**src/rtl/execute_writeback.sv**
```systemverilog
// Execute/writeback back end: EX/MEM register (ALU, branch target, memory op) feeding a MEM/WB register.
// Optional operand forwarding and load-use stall are enabled by defining WB_BYPASS_EN.
module execute_writeback (
    input  logic        clk,
    input  logic        rst,
    input  logic        in_valid,
    input  logic [31:0] reg1_data,
    input  logic [31:0] reg2_data,
    input  logic [63:0] immediate,
    input  logic [31:0] cnt_val_pl4_in,
    input  logic [3:0]  alu_op,
    input  logic        alu_src,
    input  logic        mem_rd,
    input  logic        mem_wr,
    input  logic        write_back,
    input  logic        reg_write_in,
    input  logic        branch_in,
    input  logic [4:0]  rd_in,
    input  logic [4:0]  rs1_in,
    input  logic [4:0]  rs2_in,
    output logic        stall,
    output logic        dmem_req,
    output logic        dmem_we,
    output logic [31:0] dmem_addr,
    output logic [31:0] dmem_wdata,
    input  logic [31:0] dmem_rdata,
    input  logic        dmem_ready,
    output logic [4:0]  wr_reg,
    output logic        reg_write,
    output logic [31:0] write_back_data,
    output logic        branch_ctr,
    output logic [31:0] cnt_out
);

    typedef struct packed {
        logic        vld;
        logic [31:0] res;
        logic [31:0] sdata;
        logic        mem_rd;
        logic        mem_wr;
        logic        wb_sel;
        logic        rw;
        logic [4:0]  rd;
        logic        br;
        logic [31:0] tgt;
    } exmem_t;

    typedef struct packed {
        logic        rw;
        logic [4:0]  rd;
        logic [31:0] data;
    } memwb_t;

    typedef enum logic {IDLE, MEM_WAIT} state_e;

    exmem_t ex_q, ex_d;
    memwb_t wb_q, wb_d;
    state_e state_q, state_d;
    logic [31:0] cnt_q, cnt_d;

    logic [31:0] rs1_val, rs2_val, op_b, diff, alu_res, target;
    logic        zero, load_hazard, mem_busy, mem_wait, accept;
    logic        unused_in;

    assign unused_in = ^{immediate[63:32], rs1_in, rs2_in};

    always_comb begin
        rs1_val     = reg1_data;
        rs2_val     = reg2_data;
        load_hazard = 1'b0;
`ifdef WB_BYPASS_EN
        // EX/MEM is checked last so a younger non-load result overrides MEM/WB.
        if (wb_q.rw && wb_q.rd == rs1_in) rs1_val = wb_q.data;
        if (wb_q.rw && wb_q.rd == rs2_in) rs2_val = wb_q.data;
        if (ex_q.vld && ex_q.rw && !ex_q.mem_rd && !ex_q.wb_sel) begin
            if (ex_q.rd == rs1_in) rs1_val = ex_q.res;
            if (ex_q.rd == rs2_in) rs2_val = ex_q.res;
        end
        load_hazard = in_valid && ex_q.vld && ex_q.rw && (ex_q.mem_rd || ex_q.wb_sel) &&
                      (ex_q.rd == rs1_in || ex_q.rd == rs2_in);
`endif
    end

    always_comb begin
        op_b   = alu_src ? immediate[31:0] : rs2_val;
        diff   = rs1_val - op_b;
        zero   = (diff == 32'd0);
        target = (cnt_val_pl4_in - 32'd4) + (immediate[31:0] << 1);
        case (alu_op)
            4'b0000: alu_res = rs1_val & op_b;
            4'b0001: alu_res = rs1_val | op_b;
            4'b0010: alu_res = rs1_val + op_b;
            4'b0110: alu_res = diff;
            4'b0111: alu_res = {31'd0, $signed(rs1_val) < $signed(op_b)};
            4'b1100: alu_res = ~(rs1_val | op_b);
            default: alu_res = 32'd0;
        endcase
    end

    assign mem_busy = ex_q.vld && (ex_q.mem_rd || ex_q.mem_wr);
    assign mem_wait = mem_busy && !dmem_ready;
    assign stall    = mem_wait || load_hazard;
    assign accept   = in_valid && !stall;

    always_comb begin
        ex_d = '0;
        if (mem_wait) begin
            ex_d = ex_q;
        end else if (accept) begin
            ex_d.vld    = 1'b1;
            ex_d.res    = alu_res;
            ex_d.sdata  = rs2_val;
            ex_d.mem_rd = mem_rd;
            ex_d.mem_wr = mem_wr;
            ex_d.wb_sel = write_back;
            ex_d.rw     = reg_write_in && (rd_in != 5'd0) && !mem_wr && !branch_in;
            ex_d.rd     = rd_in;
            ex_d.br     = branch_in && zero && !mem_rd && !mem_wr;
            ex_d.tgt    = target;
        end
    end

    // A waiting memory op leaves EX/MEM in place and sends a bubble down.
    always_comb begin
        wb_d = '0;
        if (ex_q.vld && !mem_wait) begin
            wb_d.rw   = ex_q.rw;
            wb_d.rd   = ex_q.rd;
            wb_d.data = ex_q.wb_sel ? dmem_rdata : ex_q.res;
        end
    end

    always_comb begin
        state_d = state_q;
        case (state_q)
            IDLE:     if (mem_wait) state_d = MEM_WAIT;
            MEM_WAIT: if (dmem_ready) state_d = IDLE;
            default:  state_d = IDLE;
        endcase
    end

    assign branch_ctr = ex_q.vld && ex_q.br;
    assign cnt_out    = branch_ctr ? ex_q.tgt : cnt_q;
    assign cnt_d      = cnt_out;

    assign dmem_req        = mem_busy;
    assign dmem_we         = mem_busy && ex_q.mem_wr;
    assign dmem_addr       = mem_busy ? ex_q.res : 32'd0;
    assign dmem_wdata      = mem_busy ? ex_q.sdata : 32'd0;
    assign wr_reg          = wb_q.rd;
    assign reg_write       = wb_q.rw;
    assign write_back_data = wb_q.data;

    always_ff @(posedge clk or negedge rst) begin
        if (!rst) begin
            ex_q    <= '0;
            wb_q    <= '0;
            state_q <= IDLE;
            cnt_q   <= 32'd0;
        end else begin
            ex_q    <= ex_d;
            wb_q    <= wb_d;
            state_q <= state_d;
            cnt_q   <= cnt_d;
        end
    end

endmodule

```
**config.mk**
```make
export PLATFORM = sky130hd
export DESIGN_NAME = execute_writeback
export DESIGN_NICKNAME = d
export VERILOG_FILES = /design/src/rtl/execute_writeback.sv
export SDC_FILE = /design/constraint.sdc
export NUM_CORES = 1
export LEC_CHECK = 0
export BUFFER_PORTS_ARGS = -buffer_cell sky130_fd_sc_hd__buf_4
export CAP_MARGIN = 25
export CORE_MARGIN = 2
export CORE_UTILIZATION = 35
export DETAILED_ROUTE_END_ITERATION = 8
export MAX_ROUTING_LAYER = met4
export PLACE_DENSITY_LB_ADDON = 0.15
export SYNTH_ARGS = -nofsm -noshare
export SYNTH_HDL_FRONTEND = slang
export SYNTH_SLANG_ARGS = --single-unit
```
**constraint.sdc**
```tcl
create_clock -name clk -period 3.2 [get_ports clk]
set_clock_uncertainty 0.15 [all_clocks]
set_input_delay 0 -clock clk [delete_from_list [all_inputs] [get_ports clk]]
set_output_delay 0 -clock clk [all_outputs]
set_load 0.01 [all_outputs]
```
# Word-level counts from Yosys, hierarchy flattened
# Cells that the tools add are included.
# op_classes
reduce_logical	21
n_mux	8
eq_ne	5
n_addsub	4
n_bitwise	3
order_cmp	1
# op_table
operator	count
32-bit one-hot mux with 6 select lines	1
32-bit 2-to-1 mux	5
107-bit 2-to-1 mux	1
32-bit adder	2
38-bit 2-to-1 mux	1
32-bit AND	1
32-bit logical NOT	1
32-bit less-than comparator	1
32-bit NOT	1
32-bit bitwise OR	1
32-bit by 3-bit subtractor with 32-bit output (second input constant)	1
32-bit subtractor	1
1-bit logical AND	12
4-bit by 3-bit == test with 1-bit output (second input constant)	2
1-bit logical NOT	5
5-bit nonzero test	1
4-bit by 1-bit == test with 1-bit output (second input constant)	1
4-bit by 2-bit == test with 1-bit output (second input constant)	1
4-bit == test (second input constant)	1
4-bit logical NOT	1
1-bit logical OR	1
# totals
word_cells	56
out_inout_bits	138
ff_bits	177

# Logic depth before layout (Yosys ltp)
# logic_depth
depth_word	7
ltp_mapped	16
ltp_nobuf	15

# Least setup slack after synthesis
# OpenSTA, ideal clock, no wires.
# synth_path
kind	in2reg
startpoint	in alu_src
endpoint	reg ex_q[104] in the netlist's numbering
slack_ns	-0.608
setup_ns	0.087
stages	16
path_buffers	2
arrival_time_ns	3.571
cell_sequence	clkbuf_1 buf_1 mux2i_1 inv_1 ha_1 fa_1 a211oi_1 nor2_1 o22ai_1 o211ai_1 a31o_2 a211oi_1 o31ai_1 a21oi_1 mux2_2 o211ai_1
# synth_between
elab_chain_len	5
elab_cells_between_ends	8
cone_classes	add/sub: 2; mux: 3; bitwise: 3
# synth_lines
element	line_no	text
from (decl)	12	input logic alu_src,
32-bit 2-to-1 mux *	85	op_b = alu_src ? immediate[31:0] : rs2_val;
branches (longest 2 deep; another with 32-bit subtractor)	--	
32-bit one-hot mux with 6 select lines *	89	case (alu_op)
107-bit 2-to-1 mux *	109	end else if (accept) begin
to (signal assigned)	156	ex_q <= '0;
to (signal assigned)	161	ex_q <= ex_d;
to (decl)	56	exmem_t ex_q, ex_d;
# Every way passes the cells marked *.
# A chain may end at the register's enable or synchronous reset.

# Worst setup path in the final report
# layout_path
startpoint	in reg1_data[4]
endpoint	reg ex_q[32] in the netlist's numbering
# layout_between
elab_chain_len	6
# layout_lines
element	line_no	text
from (decl)	7	input logic [31:0] reg1_data,
32-bit subtractor	86	diff = rs1_val - op_b;
32-bit logical NOT	87	zero = (diff == 32'd0);
1-bit logical AND (3 in series)	118	ex_d.br = branch_in && zero && !mem_rd && !mem_wr;
107-bit 2-to-1 mux	109	
# No other way between the ends.

==> results by group <==
Detailed routing
  – Routed Antenna Nets: 0
  – Routed WL per cell: 19.1 µm
  – Initial DRC count: between 800 and 900
  – Vias per Instance: 5.10
  – Number of detailed-route iterations in the first pass: 5
  – Drt total wl: 56800 µm
  – # DRC: 0
  – Total number of vias: 15100

Worst setup path
  – WP buf/inv: 7
  – Max Fanout on Critical Path: 5
  – Setup crit start kind: primary input
  – Largest stage delay, worst path: between 0.5 and 0.6 ns
  – Most frequent cell on the critical path: buf_4
  – Crit-path cells: dlygate4sd3_1 -> buf_4 -> inv_1 -> ha_1 -> buf_4 -> nor2b_1 -> buf_4 -> a2111o_1 -> a21oi_2 -> o21bai_2 -> buf_4 -> a311o_1 -> buf_4 -> nor2_1 -> and4bb_2 -> nand4_1 -> o21ai_1
  – Worst EP arrival: 3.37 ns
  – Delay-heaviest family, CP: buffers and inverters
  – CP Capture Type: flop
  – Setup CP Type: in -> reg
  – CP required: between 3 and 4 ns
  – Slowest library cell on the worst path: dlygate4sd3_1

Floorplanning
  – DIE HEIGHT: 210 µm
  – Initial Util: 0.354
  – Io pins: roughly 360
  – Placeable core area: 0.0419 mm²
  – Full die area: roughly 0.044 mm²
  – Die Wd: 210 µm
  – Standard-cell rows: 75

STA
  – Worst slew pin tran: 1.02 ns
  – RSZ-0062 raised after global routing: true
  – # setup viols final: 0
  – Final period utilization: 0.974
  – Hold Fails Final Rpt: 0
  – Max-slew violations: 0
  – Slew headroom: 0.318
  – Post-route minimum period: 3.12 ns
  – Fmax: approximately 0.32 GHz
  – Hold slack: 0.0377 ns
  – Final WS setup: 0.0843 ns

Placement
  – Post-place setup slack: -0.631 ns
  – DP HPWL: 44400 µm
  – PortBufs: 316
  – Final RePlAce weighted congestion: 0.911
  – Inst Count DP: 2841

Cells and area
  – Fill cells: 4111
  – Non-Filler Instances: 2968
  – Largest register FFs: 107
  – Final nets: 2795
  – Synth-to-Final Area Change: 45.0%
  – Layout cell share with drive strength beyond 1: 0.304
  – Biggest register: ex_q

Power
  – Pleak: 11.2 nW
  – Worst vdd ir: 373 µV
  – Power per cell area: 369 mW/mm²

GRT
  – Congestion Overflow GR: 0
  – All-Layer GR Usage: 0.263
  – Largest net degree at the start of global routing: 99
  – Global-route wire length before repair: 86400 µm
  – Initial antenna violation count: 1
  – Vias in the first global route: 15100

Clocking
  – Num CTS Buffers: 17
  – Clk Latency, worst-skew pair: 0.47 ns
  – CTS clock-pin slew for the worst setup and hold paths: around 0.08 ns
  – Clock Sinks: around 180
  – H-tree Lvls: 4
  – Clock buffer depth: 2
  – CTS tree: built
  – CTS root buffer: clkbuf_16

Yosys
  – Post-synth top area share: 0.299
  – Gate count of the mapped netlist: 1813
  – Post-synth EDFFs: 0
  – Dominant cell by count in the synthesized netlist: inv_1
  – Yosys cell types: 79
  – Ranking of synthesized cells by area: dfrtp_1 30%, ha_1 13%, inv_1 5.5%
  – Post-synth ARST share: 1.00
  – Yosys warns: 0
  – Synth Net Count: 2192
  – Mean Syn Cell Area: 8.17 µm²
  – Commonest cells in the netlist: 217 x inv_1, 190 x nand2_1, 177 x dfrtp_1, 155 x ha_1, 142 x nor2_1
  – Sequential area share after synthesis: 0.299
  – Synthesized area: ~0.015 mm²
  – Post-synthesis register bit count: 177
  – Synth area leader: dfrtp_1
  – Main synth FF type: dfrtp_1

Status
  – Status: completed

Hold path
  – Min-Delay Path Class: in -> reg

Flow run
  – Max cap viols: 0
-- metrics by stage --
step	area (µm²)	power, mW	utilization	setup TNS [ns]
after floorplan	14900	4.17	-	-0.00917
after global placement	19600	5.54	0.469	-9.50
after detailed placement	19600	5.56	0.469	-10.99
after CTS	21200	7.93	0.506	0
after global routing	21500	8.41	0.513	-0.0501
final	21500	7.93	0.513	0
-- power breakdown --
group          internal (mW)  total, mW  switching (mW)
clock network           1.23       2.22           0.988
logic                   1.53       3.23            1.70
registers               2.39       2.49          0.0972
-- logic make-up after synthesis --
family	Yosys count	synth area share
AND/OR/NAND/NOR	571	0.182
AO/OA/AOI/OAI	411	0.185
buffers and inverters	317	0.0811
flip-flops	177	0.299
adder cells (fa/ha/maj)	158	0.135
multiplexers	104	0.0732
XOR/XNOR	75	0.0444
-- per-layer routing --
metal,global-route usage,up-vias,part of all wire
li1,-,7412,-
met4,0.0714,0,0.025
met2,0.445,411,0.49
met3,0.0406,65,0.046
met1,0.328,7261,0.44
met5,-,-,0
-- cell type report --
| type | count | area, µm² | share of cell area |
|---|---|---|---|
| Sequential cell | 177 | 4430 | 0.206 |
| Antenna cell | 1 | 2.50 | 0.000117 |
| Tap cell | 539 | 674 | 0.0314 |
| Multi-Input combinational cell | 1319 | 9530 | 0.444 |
| Timing Repair Buffer | 681 | 5390 | 0.251 |
| Clock buffer | 20 | 467 | 0.0217 |
| Clock inverter | 11 | 141 | 0.00659 |
| Inverter | 220 | 828 | 0.0386 |
-- what timing repair did --
item	CTS	global route
hold buffers	90	0
hold endpoints to repair	188	0
setup buffers	0	5
setup endpoints to repair	7	18
gates resized for setup	9	54
pin swaps	0	25
-- worst register-to-register path, delay by kind of cell (launching register included) --
family             cells  cell delay (ns)
AOI/OAI and AO/OA      2             0.30
DFF                    1             0.49
and+or+nand+nor        8             1.60
-- path summary, 6_finish.rpt --
kind / slack [ns] / cells after the start / start / to
setup / recovery: 0.08 / 17 / reg1_data[4] / ex_q[32]$_DFFE_PN0N_
hold / removal: 0.04 / 5 / reg1_data[24] / ex_q[98]$_DFFE_PN0N_
setup reg to reg: 0.61 / 10 / ex_q[106]$_DFFE_PN0N_ / ex_q[32]$_DFFE_PN0N_
hold reg to reg: 0.31 / 2 / ex_q[33]$_DFFE_PN0N_ / ex_q[33]$_DFFE_PN0N_
max in group asynchronous: 1.96 / 3 / rst / ex_q[54]$_DFFE_PN0N_
min in group asynchronous: 0.05 / 2 / rst / write_back_data[27]$_DFF_PN0_
-- layout by cell type, fill, tap and decap left out, types with 63 or more instances in the layout --
master and n:
dlygate4sd3_1 90, ha_1 150, nor2_1 141, nand2_1 190, o21ai_0 95, a21oi_1 91, buf_4 585, inv_1 216
and2_1 71, nand3_1 63, dfrtp_1 176
(Power assumes the default switching activity.)
